$ cat src/rtl/neuron_array_if.sv
// Streaming interface of the neuron array.
// Input side: in_valid/in_ready handshake carrying the current for the next neuron.
// Output side: out_valid/out_ready handshake carrying index, updated v/w, spike flag
// and the end-of-timestep marker step_done.
// master: upstream scheduler + downstream router view; slave: the neuron array.
interface neuron_array_if #(
  parameter int unsigned W     = 16,
  parameter int unsigned IDX_W = 2
);
  logic             in_valid;
  logic             in_ready;
  logic [W-1:0]     in_current;
  logic             out_valid;
  logic             out_ready;
  logic [IDX_W-1:0] out_idx;
  logic [W-1:0]     out_v;
  logic [W-1:0]     out_w;
  logic             out_spike;
  logic             step_done;

  modport master (
    output in_valid, in_current, out_ready,
    input  in_ready, out_valid, out_idx, out_v, out_w, out_spike, step_done
  );

  modport slave (
    input  in_valid, in_current, out_ready,
    output in_ready, out_valid, out_idx, out_v, out_w, out_spike, step_done
  );
endinterface

$ cat src/rtl/neuron_array_core.sv
// Time-multiplexed array of N_NEURONS two-variable fixed-point neurons (v, w).
// Each accepted input beat advances the neuron at the internal index by one Euler step
// and presents the narrowed result plus a spike flag on the output register.
// Ports:
//   clk   - rising-edge clock
//   rst_n - asynchronous active-low reset (same state as init, output fields cleared)
//   init  - synchronous re-initialise of all neuron states; blocks input that cycle
//   bus   - neuron_array_if slave: input current stream and result stream
module neuron_array_core #(
  parameter int unsigned INT_WIDTH  = 3,
  parameter int unsigned FRC_WIDTH  = 12,
  parameter int unsigned N_NEURONS  = 4,
  parameter int unsigned TAU_SHIFT  = 1,
  parameter int unsigned TIME_SHIFT = 7,
  parameter int          A_COEF     = 2867,
  parameter int          V_TH       = 4096,
  parameter int          V_INIT     = 'hECE1,
  parameter int          W_INIT     = 'hF600,
  parameter int unsigned SATURATE   = 1
) (
  input logic           clk,
  input logic           rst_n,
  input logic           init,
  neuron_array_if.slave bus
);

  localparam int unsigned W      = 1 + INT_WIDTH + FRC_WIDTH;
  localparam int unsigned IDX_W  = $clog2(N_NEURONS);
  localparam int unsigned WW     = W + 4;
  localparam int unsigned WP     = W + 1;
  localparam int unsigned TShift = TAU_SHIFT + TIME_SHIFT;
  // Mantissa (FRC+1 bits) shifted left by at most 2^INT_WIDTH, plus headroom.
  localparam int unsigned PW     = FRC_WIDTH + 2 + (2 ** INT_WIDTH);

  localparam logic signed [W-1:0]  VInit  = W'(V_INIT);
  localparam logic signed [W-1:0]  WInit  = W'(W_INIT);
  localparam logic signed [W-1:0]  VTh    = W'(V_TH);
  localparam logic signed [WW-1:0] ACoefX = WW'(A_COEF);
  localparam logic signed [WW-1:0] RoundV = WW'(2 ** (TIME_SHIFT - 1));
  localparam logic signed [WW-1:0] RoundW = WW'(2 ** (TShift - 1));
  localparam logic signed [WW-1:0] SatMax = WW'((2 ** (W - 1)) - 1);
  localparam logic signed [WW-1:0] SatMin = -SatMax - WW'(1);
  localparam logic [PW-1:0]        PosMax = PW'((2 ** (W - 1)) - 1);
  localparam logic [IDX_W-1:0]     LastIdx = IDX_W'(N_NEURONS - 1);

  // 2^x for signed Q(INT.FRC) x: integer part shifts the mantissa 1.f, where 2^f is
  // approximated linearly as 1+f. Result is non-negative and clamped to the W range.
  function automatic logic [W-1:0] pow2(input logic signed [WP-1:0] x);
    logic signed [WP-1:0] k;
    logic [PW-1:0]        mant;
    logic [PW-1:0]        shifted;
    k    = x >>> FRC_WIDTH;
    mant = PW'({1'b1, x[FRC_WIDTH-1:0]});
    if (!k[WP-1]) shifted = mant << k;
    else          shifted = mant >> (-k);
    if (shifted > PosMax) pow2 = PosMax[W-1:0];
    else                  pow2 = shifted[W-1:0];
  endfunction

  function automatic logic signed [W-1:0] narrow(input logic signed [WW-1:0] x);
    if (SATURATE != 0 && x > SatMax)      narrow = SatMax[W-1:0];
    else if (SATURATE != 0 && x < SatMin) narrow = SatMin[W-1:0];
    else                                  narrow = x[W-1:0];
  endfunction

  logic signed [W-1:0]  v_mem_q [N_NEURONS];
  logic signed [W-1:0]  w_mem_q [N_NEURONS];
  logic [IDX_W-1:0]     idx_q, idx_d;
  logic                 out_valid_q;
  logic [IDX_W-1:0]     out_idx_q;
  logic signed [W-1:0]  out_v_q, out_w_q;
  logic                 out_spike_q;
  logic                 step_done_q;

  logic                 in_ready;
  logic                 accept;
  logic signed [W-1:0]  v_cur, w_cur, i_cur;
  logic [W-1:0]         p, n;
  logic signed [WW-1:0] v_x, w_x, i_x, p_x, n_x, diff, g, dv, z3, v_wide, w_wide;
  logic signed [W-1:0]  v_nxt, w_nxt;
  logic                 spike;

  assign in_ready = (!out_valid_q || bus.out_ready) && !init;
  assign accept   = bus.in_valid && in_ready;
  assign idx_d    = (idx_q == LastIdx) ? '0 : idx_q + IDX_W'(1);

  // Euler update; all sums in WW bits so nothing wraps before narrowing.
  always_comb begin
    v_cur  = v_mem_q[idx_q];
    w_cur  = w_mem_q[idx_q];
    i_cur  = bus.in_current;
    p      = pow2(WP'(v_cur));
    n      = pow2(-WP'(v_cur));
    v_x    = WW'(v_cur);
    w_x    = WW'(w_cur);
    i_x    = WW'(i_cur);
    p_x    = WW'(p);
    n_x    = WW'(n);
    diff   = n_x - p_x;
    g      = (diff <<< 1) + diff;
    dv     = (v_x <<< 2) + v_x + g - w_x + i_x;
    v_wide = v_x + ((dv + RoundV) >>> TIME_SHIFT);
    z3     = v_x + ACoefX - (w_x >>> 1);
    w_wide = w_x + ((z3 + RoundW) >>> TShift);
    v_nxt  = narrow(v_wide);
    w_nxt  = narrow(w_wide);
    spike  = (v_cur < VTh) && (v_nxt >= VTh);
  end

  always_ff @(posedge clk or negedge rst_n) begin
    if (!rst_n) begin
      for (int unsigned k = 0; k < N_NEURONS; k++) begin
        v_mem_q[k] <= VInit;
        w_mem_q[k] <= WInit;
      end
      idx_q       <= '0;
      out_valid_q <= 1'b0;
      step_done_q <= 1'b0;
      out_idx_q   <= '0;
      out_v_q     <= '0;
      out_w_q     <= '0;
      out_spike_q <= 1'b0;
    end else if (init) begin
      for (int unsigned k = 0; k < N_NEURONS; k++) begin
        v_mem_q[k] <= VInit;
        w_mem_q[k] <= WInit;
      end
      idx_q       <= '0;
      out_valid_q <= 1'b0;
      step_done_q <= 1'b0;
    end else if (accept) begin
      v_mem_q[idx_q] <= v_nxt;
      w_mem_q[idx_q] <= w_nxt;
      idx_q          <= idx_d;
      out_valid_q    <= 1'b1;
      out_idx_q      <= idx_q;
      out_v_q        <= v_nxt;
      out_w_q        <= w_nxt;
      out_spike_q    <= spike;
      step_done_q    <= (idx_q == LastIdx);
    end else if (out_valid_q && bus.out_ready) begin
      out_valid_q <= 1'b0;
      step_done_q <= 1'b0;
    end
  end

  assign bus.in_ready  = in_ready;
  assign bus.out_valid = out_valid_q;
  assign bus.out_idx   = out_idx_q;
  assign bus.out_v     = out_v_q;
  assign bus.out_w     = out_w_q;
  assign bus.out_spike = out_spike_q;
  assign bus.step_done = step_done_q;

endmodule
$ cat src/flat_wrapper.sv
// flat-port wrapper written by rule: the top's interface ports become plain ports
module neuron_array_core_flat 
#(
  parameter int unsigned INT_WIDTH  = 3,
  parameter int unsigned FRC_WIDTH  = 12,
  parameter int unsigned N_NEURONS  = 4,
  parameter int unsigned TAU_SHIFT  = 1,
  parameter int unsigned TIME_SHIFT = 7,
  parameter int          A_COEF     = 2867,
  parameter int          V_TH       = 4096,
  parameter int          V_INIT     = 'hECE1,
  parameter int          W_INIT     = 'hF600,
  parameter int unsigned SATURATE   = 1
)
  (clk, rst_n, init, bus_in_valid, bus_in_current, bus_out_ready, bus_in_ready, bus_out_valid, bus_out_idx, bus_out_v, bus_out_w, bus_out_spike, bus_step_done);
  neuron_array_if bus_i ();
  input logic clk;
  input logic rst_n;
  input logic init;
  input wire logic [$bits(bus_i.in_valid)-1:0] bus_in_valid;
  input wire logic [$bits(bus_i.in_current)-1:0] bus_in_current;
  input wire logic [$bits(bus_i.out_ready)-1:0] bus_out_ready;
  output wire logic [$bits(bus_i.in_ready)-1:0] bus_in_ready;
  output wire logic [$bits(bus_i.out_valid)-1:0] bus_out_valid;
  output wire logic [$bits(bus_i.out_idx)-1:0] bus_out_idx;
  output wire logic [$bits(bus_i.out_v)-1:0] bus_out_v;
  output wire logic [$bits(bus_i.out_w)-1:0] bus_out_w;
  output wire logic [$bits(bus_i.out_spike)-1:0] bus_out_spike;
  output wire logic [$bits(bus_i.step_done)-1:0] bus_step_done;
  assign bus_i.in_valid = bus_in_valid;
  assign bus_i.in_current = bus_in_current;
  assign bus_i.out_ready = bus_out_ready;
  assign bus_in_ready = bus_i.in_ready;
  assign bus_out_valid = bus_i.out_valid;
  assign bus_out_idx = bus_i.out_idx;
  assign bus_out_v = bus_i.out_v;
  assign bus_out_w = bus_i.out_w;
  assign bus_out_spike = bus_i.out_spike;
  assign bus_step_done = bus_i.step_done;
  neuron_array_core #(.INT_WIDTH(INT_WIDTH), .FRC_WIDTH(FRC_WIDTH), .N_NEURONS(N_NEURONS), .TAU_SHIFT(TAU_SHIFT), .TIME_SHIFT(TIME_SHIFT), .A_COEF(A_COEF), .V_TH(V_TH), .V_INIT(V_INIT), .W_INIT(W_INIT), .SATURATE(SATURATE)) u_core (.clk(clk), .rst_n(rst_n), .init(init), .bus(bus_i));
endmodule
$ cat config.mk
export PLATFORM = sky130hd
export DESIGN_NAME = neuron_array_core_flat
export DESIGN_NICKNAME = d
export VERILOG_FILES = /design/src/rtl/neuron_array_if.sv /design/src/rtl/neuron_array_core.sv /design/src/flat_wrapper.sv
export SDC_FILE = /design/constraint.sdc
export NUM_CORES = 1
export LEC_CHECK = 0
export CELL_PAD_IN_SITES_DETAIL_PLACEMENT = 2
export CELL_PAD_IN_SITES_GLOBAL_PLACEMENT = 2
export CORE_ASPECT_RATIO = 0.9
export CORE_MARGIN = 2
export CORE_UTILIZATION = 42
export CTS_CLUSTER_DIAMETER = 30
export CTS_CLUSTER_SIZE = 20
export DETAILED_ROUTE_END_ITERATION = 6
export PLACE_DENSITY = 0.87
export SKIP_CTS_REPAIR_TIMING = 1
export SLEW_MARGIN = 5
export SYNTH_ARGS = -nofsm -noshare
export SYNTH_HDL_FRONTEND = slang
export SYNTH_SLANG_ARGS = --single-unit
$ cat constraint.sdc
create_clock -name clk -period 21 [get_ports clk]
set_clock_uncertainty 0.15 [all_clocks]
set_input_delay 4.2 -clock clk [delete_from_list [all_inputs] [get_ports clk]]
set_output_delay 4.2 -clock clk [all_outputs]
set_load 0.01 [all_outputs]
==> results of run 1 <==
## layout make-up
type / instances / area share (%)
diodes: 3 / 0.04105
flip-flops and latches: 167 / 23.27
clock buffers: 18 / 2.346
clock inverters: 14 / 0.6978
multi-input cells: 1534 / 62.44
inverters: 167 / 3.427
well taps: 532 / 3.639
repair buffers: 82 / 4.139
## flip-flops by register name, indices dropped and copies added, names as in the netlist
register              count
u_core.v_mem_q           64
u_core.bus.out_spike      1
u_core.w_mem_q           64
u_core.bus.out_idx        2
u_core.bus.out_w         16
u_core.bus.out_valid      1
u_core.idx_q              2
u_core.bus.out_v         16
u_core.bus.step_done      1
## layout by cell type (no fill, tap or decap), types with 12 or more instances in the layout
cell,n
nand2_1,147
a21oi_1,110
dfstp_2,60
mux2i_1,31
o211ai_1,19
and3_1,15
nor2b_1,15
clkdlybuf4s50_1,56
a31oi_1,23
clkbuf_16,17
a21o_1,27
nand3b_1,20
a211oi_1,31
nor3_1,43
fa_1,55
o31ai_1,14
nor2_1,117
or2_2,21
mux4_2,30
and2_1,12
nand3_1,63
nand2b_1,14
o21a_1,19
ha_1,147
dfrtp_1,105
or3_1,22
xnor2_1,66
o21ai_0,294
inv_1,158
xor2_1,18
buf_4,24
## worst paths after layout
kind	endpoint	startpoint	depth (start not counted)	slack, ns
worst max-delay path	u_core.v_mem_q[18]	u_core.idx_q[0]	51	5.13
min in group asynchronous	u_core.w_mem_q[7]	rst_n	1	3.66
worst min-delay path	u_core.bus.out_w[14]	u_core.bus.out_w[14]	2	0.35
max in group asynchronous	u_core.idx_q[0]	rst_n	2	15.39
worst min register to register	u_core.bus.out_w[14]	u_core.bus.out_w[14]	2	0.35
worst max register to register	u_core.v_mem_q[18]	u_core.idx_q[0]	51	5.13
## routing by layer
metal	track usage, %	vias up	share of wire, %
met2	53.56	461	49
met1	40.69	8272	42
li1	-	7059	-
met4	14.76	4	4.1
met5	0	-	0.036
met3	5.425	146	5.1
## worst max-delay path, delay by kind of cell (launching register included)
kind	cells	cell delay, ns
buffers and inverters	8	2.08
adders and majority gates	8	2.64
AOI/OAI and AO/OA	19	5.09
xor gates and xnor gates	2	0.81
DFF	1	0.44
and+or+nand+nor	14	4.44
## cell usage after synthesis, types with 5 or more instances
cell type	count
buf_1	9
a31o_2	5
o21ai_0	294
buf_2	11
nand3_1	64
and3_1	15
or2_2	21
nand2_1	147
nor2_1	117
o211ai_1	19
nor2b_1	15
and2_1	12
dfrtp_1	107
a21o_1	27
mux2i_1	32
mux4_2	30
inv_2	6
xnor2_1	66
a211oi_1	31
clkbuf_1	80
nand3b_1	20
dfstp_2	60
nand4_1	10
a21boi_0	11
o31ai_1	14
a2111oi_0	7
or4_1	6
o21a_1	19
inv_1	158
mux2_2	9
fa_1	55
o31a_1	5
ha_1	147
o21bai_1	6
a31oi_1	23
nor4_1	11
nand2b_1	14
nor3_1	43
xor2_1	18
a21oi_1	110
or3_1	22
## metrics by stage
step | utilization [%] | area (um^2) | instances | setup slack [ns] | hold WS [ns]
after detailed placement | 45.03 | 17730 | 2482 | 5.434 | 0.3290
after floorplan | - | 16730 | 1972 | 8.850 | 0.3139
final | 46.46 | 18290 | 2517 | 5.126 | 0.3459
after CTS | 46.44 | 18280 | 2514 | 5.354 | 0.3530
after global placement | 45.03 | 17730 | 2482 | 6.407 | 0.3148
after global routing | 46.44 | 18280 | 2514 | 4.125 | 0.3846
## cell families (layout without fill, tap and decap cells)
group	after synthesis	after routing	share of synthesized area, %
compound gates	632	632	23.16
simple gates	537	537	15.95
buf+inv	271	281	6.343
fa+ha+maj	203	203	17.65
flops	167	167	25.43
xor+xnor	87	87	4.690
mux	73	73	6.732
other cells	2	5	0.04490
==> impl_metrics.toml, run 1 <==
[outcome]
status = "finished, final reports clean"

[clock_network]
clock_sinks = 167
htreeDepth = 4
clk_latency_ns = 0.46
cts_buffer_depth = 2
cts-root-buf = "clkbuf_16"
tritoncts = "yes"
cts_buffers = 17
clk_pin_slew_ns = 0.06

[setup_path]
crit_type = "reg2reg"
slowest_stage = "or4_1"
cp.required_ns = 21.13
crit_fanout = 30
slowest_delay_ns = 0.72
start_kind = "flop"
cp.arrival_ns = 16.00
end_kind = "flop"

[timing]
final-hold-violation-count = 0
worst_pin_slew_ns = 1.053
rsz0062_at_grt = "false"
relSlewSlack_pct = 27.98
fin_crit_sh_pct = 75.59
final.min_clock_period_ns = 15.87
setup-tns-final_ns = 0
maxSlewViolCount = 0
fmax_ghz = 0.06299
setup_viol = 0

[final_layout]
layout.area.seq_mm2 = 0.004257
fill_cells = 4365
multi_input_area_mm2 = 0.01142
area_delta_synth_final_pct = 9.350
drive_gt1_share_pct = 11.15
final_nets = 2192

[floorplan]
die_w_um = 214.4
num_io_pins = 59
num_rows = 69
start_util_pct = 42.49
core_area_mm2 = 0.03937
dieArea_mm2 = 0.04144
die_height_um = 193.3

[synthesis]
async_flop_share_pct = 100.0
yosys.cell_types.count = 91
syn_area_per_cell_um2 = 8.482
ys_ff_latch = 167
syn_area_mm2 = 0.01673
ys.flop_type = "dfrtp_1"
synth.area.top_cells = "dfrtp_1 16%, ha_1 11%, dfstp_2 9.4%, o21ai_0 8.8%, fa_1 6.6%"
syn_nets = 2195
synthCells = 1972
yosys.area.top_type = "dfrtp_1"
synth-edff-count = 0
netlist.area_leader.share_pct = 16.01
yosysSeqAreaShare_pct = 25.43
yosysWarnings = 0

[global_route]
grt_pass1_vias = 17630
grt_max_degree = 89
antenna_found_initial = 5
grt_usage_pct = 32.07
grt_overflow = 0
grt_pass1_wl_mm = 103.9

[routing]
firstDrtPassIters = 5
drtAntennaViolNets = 0
drtIter0Drc = 950
via_count = 15940
drc = 0
routed_wl_mm = 66.52
vias_per_cell = 6.334
post_drt_wl_per_cell_um = 26.43

[place]
portBuffers = 58
hpwl_mm = 50.35
gp_congestion = 0.9023

[job]
cap_violations = 0

[worst_hold_path]
hold_class = "reg2reg"
Power of run 1 is left out: the tool's default activity adds up to more than one toggle a clock period on the data nets, which glitch-free logic cannot reach.
==> run 2: changes to the inputs <==
CORE_UTILIZATION = 39   (was 42)
PLACE_DENSITY = 0.81   (was 0.87)
clock period = 15.6 ns   (was 21 ns; I/O delays follow)
==> impl_metrics.toml, run 2 (synthesized netlist as in run 1, its figures left out) <==
[floorplan]
die_height_um = 200.5
num_io_pins = 59
die_w_um = 222.3
dieArea_mm2 = 0.04456
core_area_mm2 = 0.04202
start_util_pct = 39.81
num_rows = 71

[place]
gp_congestion = 0.9199
pre_cts_ws_ns = 0.4270
portBuffers = 58
dp_cells = 2500
hpwl_mm = 48.57

[setup_path]
end_kind = "flop"
r2r_slack_ns = 0.83
reg2reg_depth = 52
crit_type = "reg2reg"
cp.required_ns = 15.72
start_kind = "flop"
crit_end = "u_core.bus.out_spike"
r2r_end = "u_core.bus.out_spike"
crit_fanout = 26
r2r-start = "u_core.idx_q[1]"
cp.arrival_ns = 14.89
cp-startpoint = "u_core.idx_q[1]"
slowest_delay_ns = 0.74
path_common_cell = "o21ai_0"
slowest_stage = "or4_1"

[final_layout]
final_common_cell = "o21ai_0"
diodes = 0
area_delta_synth_final_pct = 10.11
most-common-layout-cells = "291 x o21ai_0, 158 x inv_1, 147 x nand2_1, 147 x ha_1, 116 x nor2_1"
final_nets = 2197
largestRegisters = "u_core.v_mem_q: 64 flops, u_core.w_mem_q: 64 flops"
fin_cells = 2534
drive_gt1_share_pct = 11.68
fill_cells = 4697

[routing]
drtAntennaViolNets = 0
vias_per_cell = 6.232
firstDrtPassIters = 5
via_count = 15790
routed_wl_mm = 65.67
drtIter0Drc = 1062
drc = 0
post_drt_wl_per_cell_um = 25.92

[global_route]
grt_pass1_wl_mm = 102.8
grt_pass1_vias = 17180
grt_usage_pct = 29.39
antenna_found_initial = 0
grt_max_degree = 94
grt_overflow = 0

[timing]
setup_slack_ns = 0.8345
final.min_clock_period_ns = 14.77
relSlewSlack_pct = 26.84
hold_ws_ns = 0.3327
worst_pin_slew_ns = 1.092
final-hold-violation-count = 0
fmax_ghz = 0.06773
maxSlewViolCount = 0
setup_viol = 0
fin_crit_sh_pct = 94.65

[clock_network]
clk_latency_ns = 0.44
clk_pin_slew_ns = 0.07
cts_buffer_depth = 2
cts_buffers = 17
clock_sinks = 167
tritoncts = "yes"
cts-root-buf = "clkbuf_16"
htreeDepth = 4

[job]
cap_violations = 0

[worst_hold_path]
hold_class = "reg2reg"

[outcome]
status = "finished, final reports clean"
-- run 2: worst min-delay path by stage --
| stage | from | end | slack [ns] | cells past startpoint |
|---|---|---|---|---|
| 5_1_grt | u_core.bus.out_w[0] | u_core.bus.out_w[0] | 0.38 | 2 |
| 3_5_place_dp | u_core.bus.out_w[13] | u_core.bus.out_w[13] | 0.33 | 2 |
| 2_1_floorplan | u_core.v_mem_q[33] | u_core.v_mem_q[33] | 0.31 | 2 |
| 4_1_cts | u_core.bus.out_w[13] | u_core.bus.out_w[13] | 0.34 | 2 |
| 3_3_place_gp | u_core.bus.out_w[10] | u_core.bus.out_w[10] | 0.31 | 2 |
| 6_report | u_core.bus.out_w[13] | u_core.bus.out_w[13] | 0.33 | 2 |
-- run 2: metrics by stage --
step / instance area, um^2 / setup TNS (ns) / util [%]
final: 18420 / 0 / 43.83
after global routing: 18420 / -0.0006875 / 43.83
after CTS: 18350 / 0 / 43.66
after detailed placement: 17770 / 0 / 42.28
after global placement: 17770 / 0 / 42.28
after floorplan: 16730 / 0 / -
-- run 2: area by class of cell --
type | count | area, um^2 | area share [%]
multi-input cells | 1534 | 11470 | 62.28
clock inverters | 14 | 150.1 | 0.8153
well taps | 547 | 684.4 | 3.716
repair buffers | 87 | 794.5 | 4.314
flip-flops and latches | 167 | 4262 | 23.14
inverters | 167 | 626.9 | 3.404
clock buffers | 18 | 429.2 | 2.330
-- run 2: worst max-delay path: cells and delay by family (launching register included) --
kind	cells	cell delay (ns)
xor gates and xnor gates	3	0.72
buffers and inverters	6	0.94
AOI/OAI and AO/OA	21	4.73
muxes	1	0.39
adders and majority gates	7	2.47
and+or+nand+nor	14	4.44
DFF	1	0.69
-- run 2: metal layers --
metal | up-vias | share of wire, % | track usage [%]
met5 | - | 0 | 0
met4 | 0 | 2.5 | 7.505
met3 | 81 | 4.0 | 3.044
met2 | 400 | 49 | 50.48
met1 | 8256 | 45 | 39.58
li1 | 7055 | - | -
Power of run 2 is left out for the same reason.
==> run 3: changes to the inputs <==
CAP_MARGIN = 20   (was unset)
==> results of run 3 <==
Same layout as run 2: the final DEF is identical, and so are final timing and power.
Power of run 3 is left out for the same reason.
